**config.mk**
```make
export PLATFORM = sky130hd
export DESIGN_NAME = hazard_scoreboard_flat
export DESIGN_NICKNAME = d
export VERILOG_FILES = /design/src/rtl/hazard_scoreboard_pkg.sv /design/src/rtl/hazard_scoreboard_if.sv /design/src/rtl/hazard_scoreboard_match.sv /design/src/rtl/hazard_scoreboard.sv /design/src/flat_wrapper.sv
export SDC_FILE = /design/constraint.sdc
export NUM_CORES = 1
export LEC_CHECK = 0
export CAP_MARGIN = 40
export CORE_MARGIN = 2
export CORE_UTILIZATION = 30
export CTS_BUF_LIST = sky130_fd_sc_hd__clkbuf_16
export DETAILED_ROUTE_END_ITERATION = 10
export PLACE_DENSITY = 0.75
export SYNTH_ARGS = -nofsm -noshare
export SYNTH_HDL_FRONTEND = slang
export SYNTH_SLANG_ARGS = --single-unit
export TNS_END_PERCENT = 30
```
**constraint.sdc**
```tcl
create_clock -name clk -period 2.9 [get_ports clk]
set_input_delay 0.58 -clock clk [delete_from_list [all_inputs] [get_ports clk]]
set_output_delay 0.58 -clock clk [all_outputs]
set_load 0.005 [all_outputs]
```
**src/rtl/hazard_scoreboard_pkg.sv**
```systemverilog
// Shared definitions for the hazard scoreboard.
// Holds the parameter defaults, the per-stage entry record and the halt FSM
// state encoding. Contains no ports.
package hazard_scoreboard_pkg;

  localparam int unsigned DATA_W_DEF      = 16;
  localparam int unsigned REG_AW_DEF      = 3;
  localparam int unsigned DEPTH_DEF       = 3;
  localparam int unsigned LOAD_STAGE_DEF  = 2;
  localparam int unsigned FLUSH_STAGE_DEF = 2;

  // The entry record stores destinations at this fixed width so the type can
  // live in the package. REG_AW must not exceed it.
  localparam int unsigned MAX_REG_AW = 8;

  typedef struct packed {
    logic                  valid;
    logic [MAX_REG_AW-1:0] dst;
    logic                  wr;
    logic                  is_load;
    logic                  halt;
  } entry_t;

  typedef enum logic [1:0] {
    ST_RUN    = 2'd0,
    ST_DRAIN  = 2'd1,
    ST_HALTED = 2'd2
  } halt_state_e;

endpackage

```
**src/rtl/hazard_scoreboard_if.sv**
```systemverilog
// Decode/hazard bus of the hazard scoreboard.
// master: the pipeline side that drives the decode instruction, flush and
//         stage results, and receives stall/forward/halt status.
// slave : the scoreboard itself.
interface hazard_scoreboard_if #(
  parameter int unsigned DATA_W = hazard_scoreboard_pkg::DATA_W_DEF,
  parameter int unsigned REG_AW = hazard_scoreboard_pkg::REG_AW_DEF,
  parameter int unsigned DEPTH  = hazard_scoreboard_pkg::DEPTH_DEF
) ();
  localparam int unsigned SEL_W = $clog2(DEPTH + 1);

  logic                    id_valid;
  logic [REG_AW-1:0]       id_src1;
  logic [REG_AW-1:0]       id_src2;
  logic                    id_use1;
  logic                    id_use2;
  logic [REG_AW-1:0]       id_dst;
  logic                    id_wr;
  logic                    id_is_load;
  logic                    id_halt;
  logic                    flush;
  logic [DEPTH*DATA_W-1:0] stage_data;
  logic                    stall;
  logic [SEL_W-1:0]        fwd_sel1;
  logic [SEL_W-1:0]        fwd_sel2;
  logic [DATA_W-1:0]       fwd_data1;
  logic [DATA_W-1:0]       fwd_data2;
  logic                    halted;
  logic                    err;

  modport master (
    output id_valid, id_src1, id_src2, id_use1, id_use2, id_dst, id_wr,
           id_is_load, id_halt, flush, stage_data,
    input  stall, fwd_sel1, fwd_sel2, fwd_data1, fwd_data2, halted, err
  );

  modport slave (
    input  id_valid, id_src1, id_src2, id_use1, id_use2, id_dst, id_wr,
           id_is_load, id_halt, flush, stage_data,
    output stall, fwd_sel1, fwd_sel2, fwd_data1, fwd_data2, halted, err
  );
endinterface

```
**src/rtl/hazard_scoreboard_match.sv**
```systemverilog
// hazard_match: matches one decode source register against the stage pipe.
// Ports: use_i/src_i   - source-read flag and register address
//        pipe_i        - stage entries, index 1 = EX (youngest)
//        sel_o         - youngest forwarding stage, 0 = register file
//        load_use_o    - source depends on a load whose data is not ready
module hazard_match
  import hazard_scoreboard_pkg::*;
#(
  parameter int unsigned REG_AW     = REG_AW_DEF,
  parameter int unsigned DEPTH      = DEPTH_DEF,
  parameter int unsigned LOAD_STAGE = LOAD_STAGE_DEF,
  parameter int unsigned SEL_W      = $clog2(DEPTH + 1)
) (
  input  logic               use_i,
  input  logic [REG_AW-1:0]  src_i,
  input  entry_t [DEPTH:1]   pipe_i,
  output logic [SEL_W-1:0]   sel_o,
  output logic               load_use_o
);
  logic [DEPTH:1] match;
  logic           found;

  always_comb begin
    match      = '0;
    sel_o      = '0;
    load_use_o = 1'b0;
    found      = 1'b0;
    for (int unsigned k = 1; k <= DEPTH; k++) begin
      match[k] = use_i & pipe_i[k].valid & pipe_i[k].wr &
                 (pipe_i[k].dst == MAX_REG_AW'(src_i));
      if (match[k] && pipe_i[k].is_load && (k < LOAD_STAGE)) load_use_o = 1'b1;
      // Youngest match owns the value; an unready load there forwards nothing.
      if (match[k] && !found) begin
        found = 1'b1;
        if (!(pipe_i[k].is_load && (k < LOAD_STAGE))) sel_o = SEL_W'(k);
      end
    end
  end
endmodule

```
**src/rtl/hazard_scoreboard.sv**
```systemverilog
// hazard_scoreboard: tracks in-flight instructions after decode, raises
// load-use stalls, selects forwarding sources and runs the halt drain FSM.
// Ports: clk - rising-edge clock; rst - synchronous active-high reset;
//        bus - hazard_scoreboard_if.slave (decode instruction, flush,
//              stage results in; stall, forward selects/data, halted, err out)
module hazard_scoreboard
  import hazard_scoreboard_pkg::*;
#(
  parameter int unsigned DATA_W      = DATA_W_DEF,
  parameter int unsigned REG_AW      = REG_AW_DEF,
  parameter int unsigned DEPTH       = DEPTH_DEF,
  parameter int unsigned LOAD_STAGE  = LOAD_STAGE_DEF,
  parameter int unsigned FLUSH_STAGE = FLUSH_STAGE_DEF
) (
  input logic                clk,
  input logic                rst,
  hazard_scoreboard_if.slave bus
);
  localparam int unsigned SEL_W = $clog2(DEPTH + 1);

  entry_t [DEPTH:1]  pipe_q, pipe_d;
  halt_state_e       state_q, state_d;
  logic              err_q, err_d;
  logic [SEL_W-1:0]  sel1, sel2;
  logic              lu1, lu2;
  logic              stall, issue, halt_killed, halt_retire;
  logic [DATA_W-1:0] data1, data2;

  hazard_match #(
    .REG_AW(REG_AW), .DEPTH(DEPTH), .LOAD_STAGE(LOAD_STAGE), .SEL_W(SEL_W)
  ) u_match1 (
    .use_i(bus.id_use1), .src_i(bus.id_src1), .pipe_i(pipe_q),
    .sel_o(sel1), .load_use_o(lu1)
  );

  hazard_match #(
    .REG_AW(REG_AW), .DEPTH(DEPTH), .LOAD_STAGE(LOAD_STAGE), .SEL_W(SEL_W)
  ) u_match2 (
    .use_i(bus.id_use2), .src_i(bus.id_src2), .pipe_i(pipe_q),
    .sel_o(sel2), .load_use_o(lu2)
  );

  always_comb begin
    stall = (state_q != ST_RUN) | (bus.id_valid & (lu1 | lu2));
    issue = bus.id_valid & ~stall & ~bus.flush;
  end

  always_comb begin
    pipe_d      = '0;
    halt_killed = 1'b0;
    for (int unsigned k = 2; k <= DEPTH; k++) pipe_d[k] = pipe_q[k-1];
    // Squash the instructions younger than the redirecting stage as they shift.
    if (bus.flush) begin
      for (int unsigned k = 1; (k < FLUSH_STAGE) && (k < DEPTH); k++) begin
        halt_killed       = halt_killed | (pipe_q[k].valid & pipe_q[k].halt);
        pipe_d[k+1].valid = 1'b0;
      end
    end
    if (issue) begin
      pipe_d[1].valid   = 1'b1;
      pipe_d[1].dst     = MAX_REG_AW'(bus.id_dst);
      pipe_d[1].wr      = bus.id_wr;
      pipe_d[1].is_load = bus.id_is_load;
      pipe_d[1].halt    = bus.id_halt;
    end
    halt_retire = pipe_q[DEPTH].valid & pipe_q[DEPTH].halt;
  end

  always_comb begin
    state_d = state_q;
    err_d   = err_q;
    case (state_q)
      ST_RUN:    if (issue && bus.id_halt) state_d = ST_DRAIN;
      ST_DRAIN: begin
        if (halt_killed)      state_d = ST_RUN;
        else if (halt_retire) state_d = ST_HALTED;
        if (bus.id_valid && bus.id_halt) err_d = 1'b1;
      end
      ST_HALTED: if (bus.flush) err_d = 1'b1;
      default:   state_d = ST_RUN;
    endcase
  end

  always_comb begin
    data1 = '0;
    data2 = '0;
    for (int unsigned k = 1; k <= DEPTH; k++) begin
      if (sel1 == SEL_W'(k)) data1 = bus.stage_data[(k-1)*DATA_W +: DATA_W];
      if (sel2 == SEL_W'(k)) data2 = bus.stage_data[(k-1)*DATA_W +: DATA_W];
    end
  end

  always_ff @(posedge clk) begin
    if (rst) begin
      pipe_q  <= '0;
      state_q <= ST_RUN;
      err_q   <= 1'b0;
    end else begin
      pipe_q  <= pipe_d;
      state_q <= state_d;
      err_q   <= err_d;
    end
  end

  assign bus.stall     = stall;
  assign bus.fwd_sel1  = sel1;
  assign bus.fwd_sel2  = sel2;
  assign bus.fwd_data1 = data1;
  assign bus.fwd_data2 = data2;
  assign bus.halted    = (state_q == ST_HALTED);
  assign bus.err       = err_q;
endmodule

```
**src/flat_wrapper.sv**
```systemverilog
// flat-port wrapper written by rule: the top's interface ports become plain ports
module hazard_scoreboard_flat import hazard_scoreboard_pkg::*;
#(
  parameter int unsigned DATA_W      = DATA_W_DEF,
  parameter int unsigned REG_AW      = REG_AW_DEF,
  parameter int unsigned DEPTH       = DEPTH_DEF,
  parameter int unsigned LOAD_STAGE  = LOAD_STAGE_DEF,
  parameter int unsigned FLUSH_STAGE = FLUSH_STAGE_DEF
)
  (clk, rst, bus_id_valid, bus_id_src1, bus_id_src2, bus_id_use1, bus_id_use2, bus_id_dst, bus_id_wr, bus_id_is_load, bus_id_halt, bus_flush, bus_stage_data, bus_stall, bus_fwd_sel1, bus_fwd_sel2, bus_fwd_data1, bus_fwd_data2, bus_halted, bus_err);
  hazard_scoreboard_if #(.DATA_W(DATA_W), .REG_AW(REG_AW), .DEPTH(DEPTH)) bus_i ();
  input logic clk;
  input logic rst;
  input wire logic [$bits(bus_i.id_valid)-1:0] bus_id_valid;
  input wire logic [$bits(bus_i.id_src1)-1:0] bus_id_src1;
  input wire logic [$bits(bus_i.id_src2)-1:0] bus_id_src2;
  input wire logic [$bits(bus_i.id_use1)-1:0] bus_id_use1;
  input wire logic [$bits(bus_i.id_use2)-1:0] bus_id_use2;
  input wire logic [$bits(bus_i.id_dst)-1:0] bus_id_dst;
  input wire logic [$bits(bus_i.id_wr)-1:0] bus_id_wr;
  input wire logic [$bits(bus_i.id_is_load)-1:0] bus_id_is_load;
  input wire logic [$bits(bus_i.id_halt)-1:0] bus_id_halt;
  input wire logic [$bits(bus_i.flush)-1:0] bus_flush;
  input wire logic [$bits(bus_i.stage_data)-1:0] bus_stage_data;
  output wire logic [$bits(bus_i.stall)-1:0] bus_stall;
  output wire logic [$bits(bus_i.fwd_sel1)-1:0] bus_fwd_sel1;
  output wire logic [$bits(bus_i.fwd_sel2)-1:0] bus_fwd_sel2;
  output wire logic [$bits(bus_i.fwd_data1)-1:0] bus_fwd_data1;
  output wire logic [$bits(bus_i.fwd_data2)-1:0] bus_fwd_data2;
  output wire logic [$bits(bus_i.halted)-1:0] bus_halted;
  output wire logic [$bits(bus_i.err)-1:0] bus_err;
  assign bus_i.id_valid = bus_id_valid;
  assign bus_i.id_src1 = bus_id_src1;
  assign bus_i.id_src2 = bus_id_src2;
  assign bus_i.id_use1 = bus_id_use1;
  assign bus_i.id_use2 = bus_id_use2;
  assign bus_i.id_dst = bus_id_dst;
  assign bus_i.id_wr = bus_id_wr;
  assign bus_i.id_is_load = bus_id_is_load;
  assign bus_i.id_halt = bus_id_halt;
  assign bus_i.flush = bus_flush;
  assign bus_i.stage_data = bus_stage_data;
  assign bus_stall = bus_i.stall;
  assign bus_fwd_sel1 = bus_i.fwd_sel1;
  assign bus_fwd_sel2 = bus_i.fwd_sel2;
  assign bus_fwd_data1 = bus_i.fwd_data1;
  assign bus_fwd_data2 = bus_i.fwd_data2;
  assign bus_halted = bus_i.halted;
  assign bus_err = bus_i.err;
  hazard_scoreboard #(.DATA_W(DATA_W), .REG_AW(REG_AW), .DEPTH(DEPTH), .LOAD_STAGE(LOAD_STAGE), .FLUSH_STAGE(FLUSH_STAGE)) u_core (.clk(clk), .rst(rst), .bus(bus_i));
endmodule
```
==> impl_metrics.py <==
metrics = {
    "status": {
        "status": "finished with violations",
        "failed_checks": "setup timing",
    },
    "routing": {
        "wire_per_inst_um": 15.5,
        "totalWireLength_um": 5780,
        "first_pass_iters": 4,
        "via_per_inst": 5.15,
        "drtIter0Drc": 60,
        "route.detailed.drc": 0,
        "dr_total_vias": 1921,
        "drtAntennaViolNets": 0,
    },
    "floorplan": {
        "ios": 105,
        "core_um2": 5470,
        "dieWidth_um": 78.9,
        "die_y_um": 78.9,
        "die-area_um2": 6230,
        "rows": 27,
        "start_util_pct": 30.8,
    },
    "clocking": {
        "cts_tree": "done",
        "clk_pin_slew_worst_paths_ps": 50,
        "h-tree-depth": 1,
        "ctsRootBufferMaster": "clkbuf_16",
        "cts_buffers": 3,
        "clockBufferDepth": 2,
        "clk_latency_ps": 250,
        "clock_sinks": 22,
    },
    "layout": {
        "drive_gt1_share_pct": 27.2,
        "ff_latch_area_um2": 440,
        "final_common_cell": "clkdlybuf4s50_1",
        "nFillCells": 519,
        "multi_input_area_um2": 1120,
        "stdcell_area_um2": 2950,
        "synthToLayoutAreaGrowth_pct": 75.1,
        "utilization_pct": 53.9,
        "finalNonFillerCells": 373,
        "diodes": 0,
        "final_cell_mix": "60 x clkdlybuf4s50_1, 38 x nor3b_1, 32 x a221o_1",
        "final_nets": 368,
    },
    "critical_path": {
        "critPathMaxFanout": 7,
        "cp.required_ps": 2320,
        "start_kind": "input port",
        "cpPeakStageDelay_ps": 530,
        "slowest_stage": "or4_4",
        "setup.worst_path.end_class": "output pin",
        "path_buf_inv": 3,
        "worstPathCellList": "buf_2, xor2_1, or4_4, buf_4, a21oi_4, or3_1, clkdlybuf4s50_1",
        "crit_arrival_ps": 2330,
        "path_class": "in2out",
        "path_delay_family": "buffers and inverters",
    },
    "global_routing": {
        "grt-ovfl-total": 0,
        "grt_pass1_wl_um": 9090,
        "grt_usage_pct": 18.2,
        "grt_max_degree": 29,
        "grt_pass1_vias": 1924,
        "antenna_found_initial": 0,
    },
    "synth": {
        "synth.area.top_cells": "dfxtp_1 26%, a221o_1 19%, nor3b_1 17%",
        "syn_area_um2": 1680,
        "yosysUniqueCellTypes": 25,
        "synth_area_leader_cell": "dfxtp_1",
        "postSynthAreaPerCell_um2": 9.30,
        "synth_fp_nets": 247,
        "ys_seq_elements": 22,
        "synthCells": 181,
        "netlist.area_leader.share_pct": 26.2,
        "seq_area_frac_synth_pct": 26.2,
        "synth_warnings": 0,
    },
    "pwr": {
        "irDropWorstVdd_uv": 415,
        "fin_total_pwr_mw": 0.746,
        "p_per_area_nw_per_um2": 253,
        "p_leak_nw": 1.24,
    },
    "placed_design": {
        "dp_hpwl_um": 4320,
        "dp.cells": 360,
        "io_buffer_count": 104,
        "gp_congestion": 0.734,
        "placed_area_um2": 2870,
    },
    "timing": {
        "worst_slew_pin_slew_ps": 315,
        "relSlewSlack_pct": 78.9,
        "skew_ps": 0.810,
        "setup_violations": 1,
        "finalCriticalPeriod_ps": 2910,
        "rsz0062_at_grt": "yes",
        "tns_ps": -14.0,
        "fmax_mhz": 343,
        "layout_setup_ws_ps": -14.0,
        "finalHoldViolations": 0,
        "slew_viol_final": 0,
        "fin_crit_sh_pct": 100,
    },
    "job": {
        "cap_violations": 0,
    },
    "min_path": {
        "hold_path.class": "reg2reg",
    },
}
==> kinds of logic after synthesis <==
logic type,count (synthesis),synth area share (%)
AO/OA/AOI/OAI,40,22.2
flip-flops,22,26.2
XOR/XNOR,18,9.36
buffers and inverters,18,8.47
AND/OR/NAND/NOR,83,33.8
==> synthesized netlist by cell type (all sizes together) <==
cell type,number
nor3b,38
a221o,32
dfxtp,22
xor2,18
nor2b,14
buf,10
clkbuf,8
nand3,6
nor2,6
or4,5
nand2,4
a21oi,2
a31oi,2
and3,2
nand2b,2
nor4,2
o21bai,2
or2,2
a211oi,1
nor3,1
o21ai,1
or3,1
==> state kept, by name (all words and copies together), names as in the netlist <==
| name | count |
|---|---|
| u_core.pipe_d | 12 |
| u_core.pipe_q | 7 |
| u_core.state_q | 2 |
| u_core.bus.err | 1 |
==> cell type report <==
type / instances / area share, %
repair buffers: 134 / 41.2
multi-input cells: 141 / 38.1
flip-flops and latches: 22 / 14.9
well taps: 72 / 3.05
clock buffers: 3 / 2.55
clock inverters: 1 / 0.127
==> timing repair <==
item                                    4_1_cts  5_1_grt
pin swaps                                     7        4
endpoints found under the setup margin       37       27
setup buffers                                 6        1
resized for setup                           114       32
gates cloned                                  2        0
hold buffers                                  0        0
==> worst register-to-register path, cell delays in order, from the launching register on <==
cell	delay, ps
dfxtp_1	340
xor2_1	180
or4_4	530
buf_4	190
a21oi_4	150
buf_4	160
o21ai_0	90
==> where the power goes <==
group	total, mW	switching [mW]	leakage (nW)	internal (mW)
clock	0.285	0.101	0.0385	0.184
sequential	0.315	0.00647	0.178	0.309
combinational	0.146	0.0462	1.02	0.0999
==> layer usage <==
metal / up-vias / routed length, um / track usage, %
li1: 945 / - / -
met4: 0 / 40 / 4.31
met2: 89 / 2960 / 35.5
met1: 883 / 2350 / 20.8
met3: 4 / 430 / 2.50
met5: - / 0 / 0
==> stage by stage <==
stage               setup slack, ps  hold WS (ps)
detailed placement             -649           425
CTS                           -77.8           438
floorplan                       268           414
global placement               -629           422
global route                   -100           462
finish                        -14.0           436
==> worst paths after layout <==
| path | depth (start not counted) | startpoint | to | slack, ps |
|---|---|---|---|---|
| worst max-delay path | 7 | bus_id_src2[0] | bus_stall | -10 |
| worst min-delay path | 1 | u_core.pipe_d[24] | u_core.pipe_q[24] | 440 |
| worst max register to register | 6 | u_core.pipe_d[15] | u_core.state_q[0] | 1150 |
| worst min register to register | 1 | u_core.pipe_d[24] | u_core.pipe_q[24] | 440 |
Note: power is estimated with default switching activity, not from simulation.
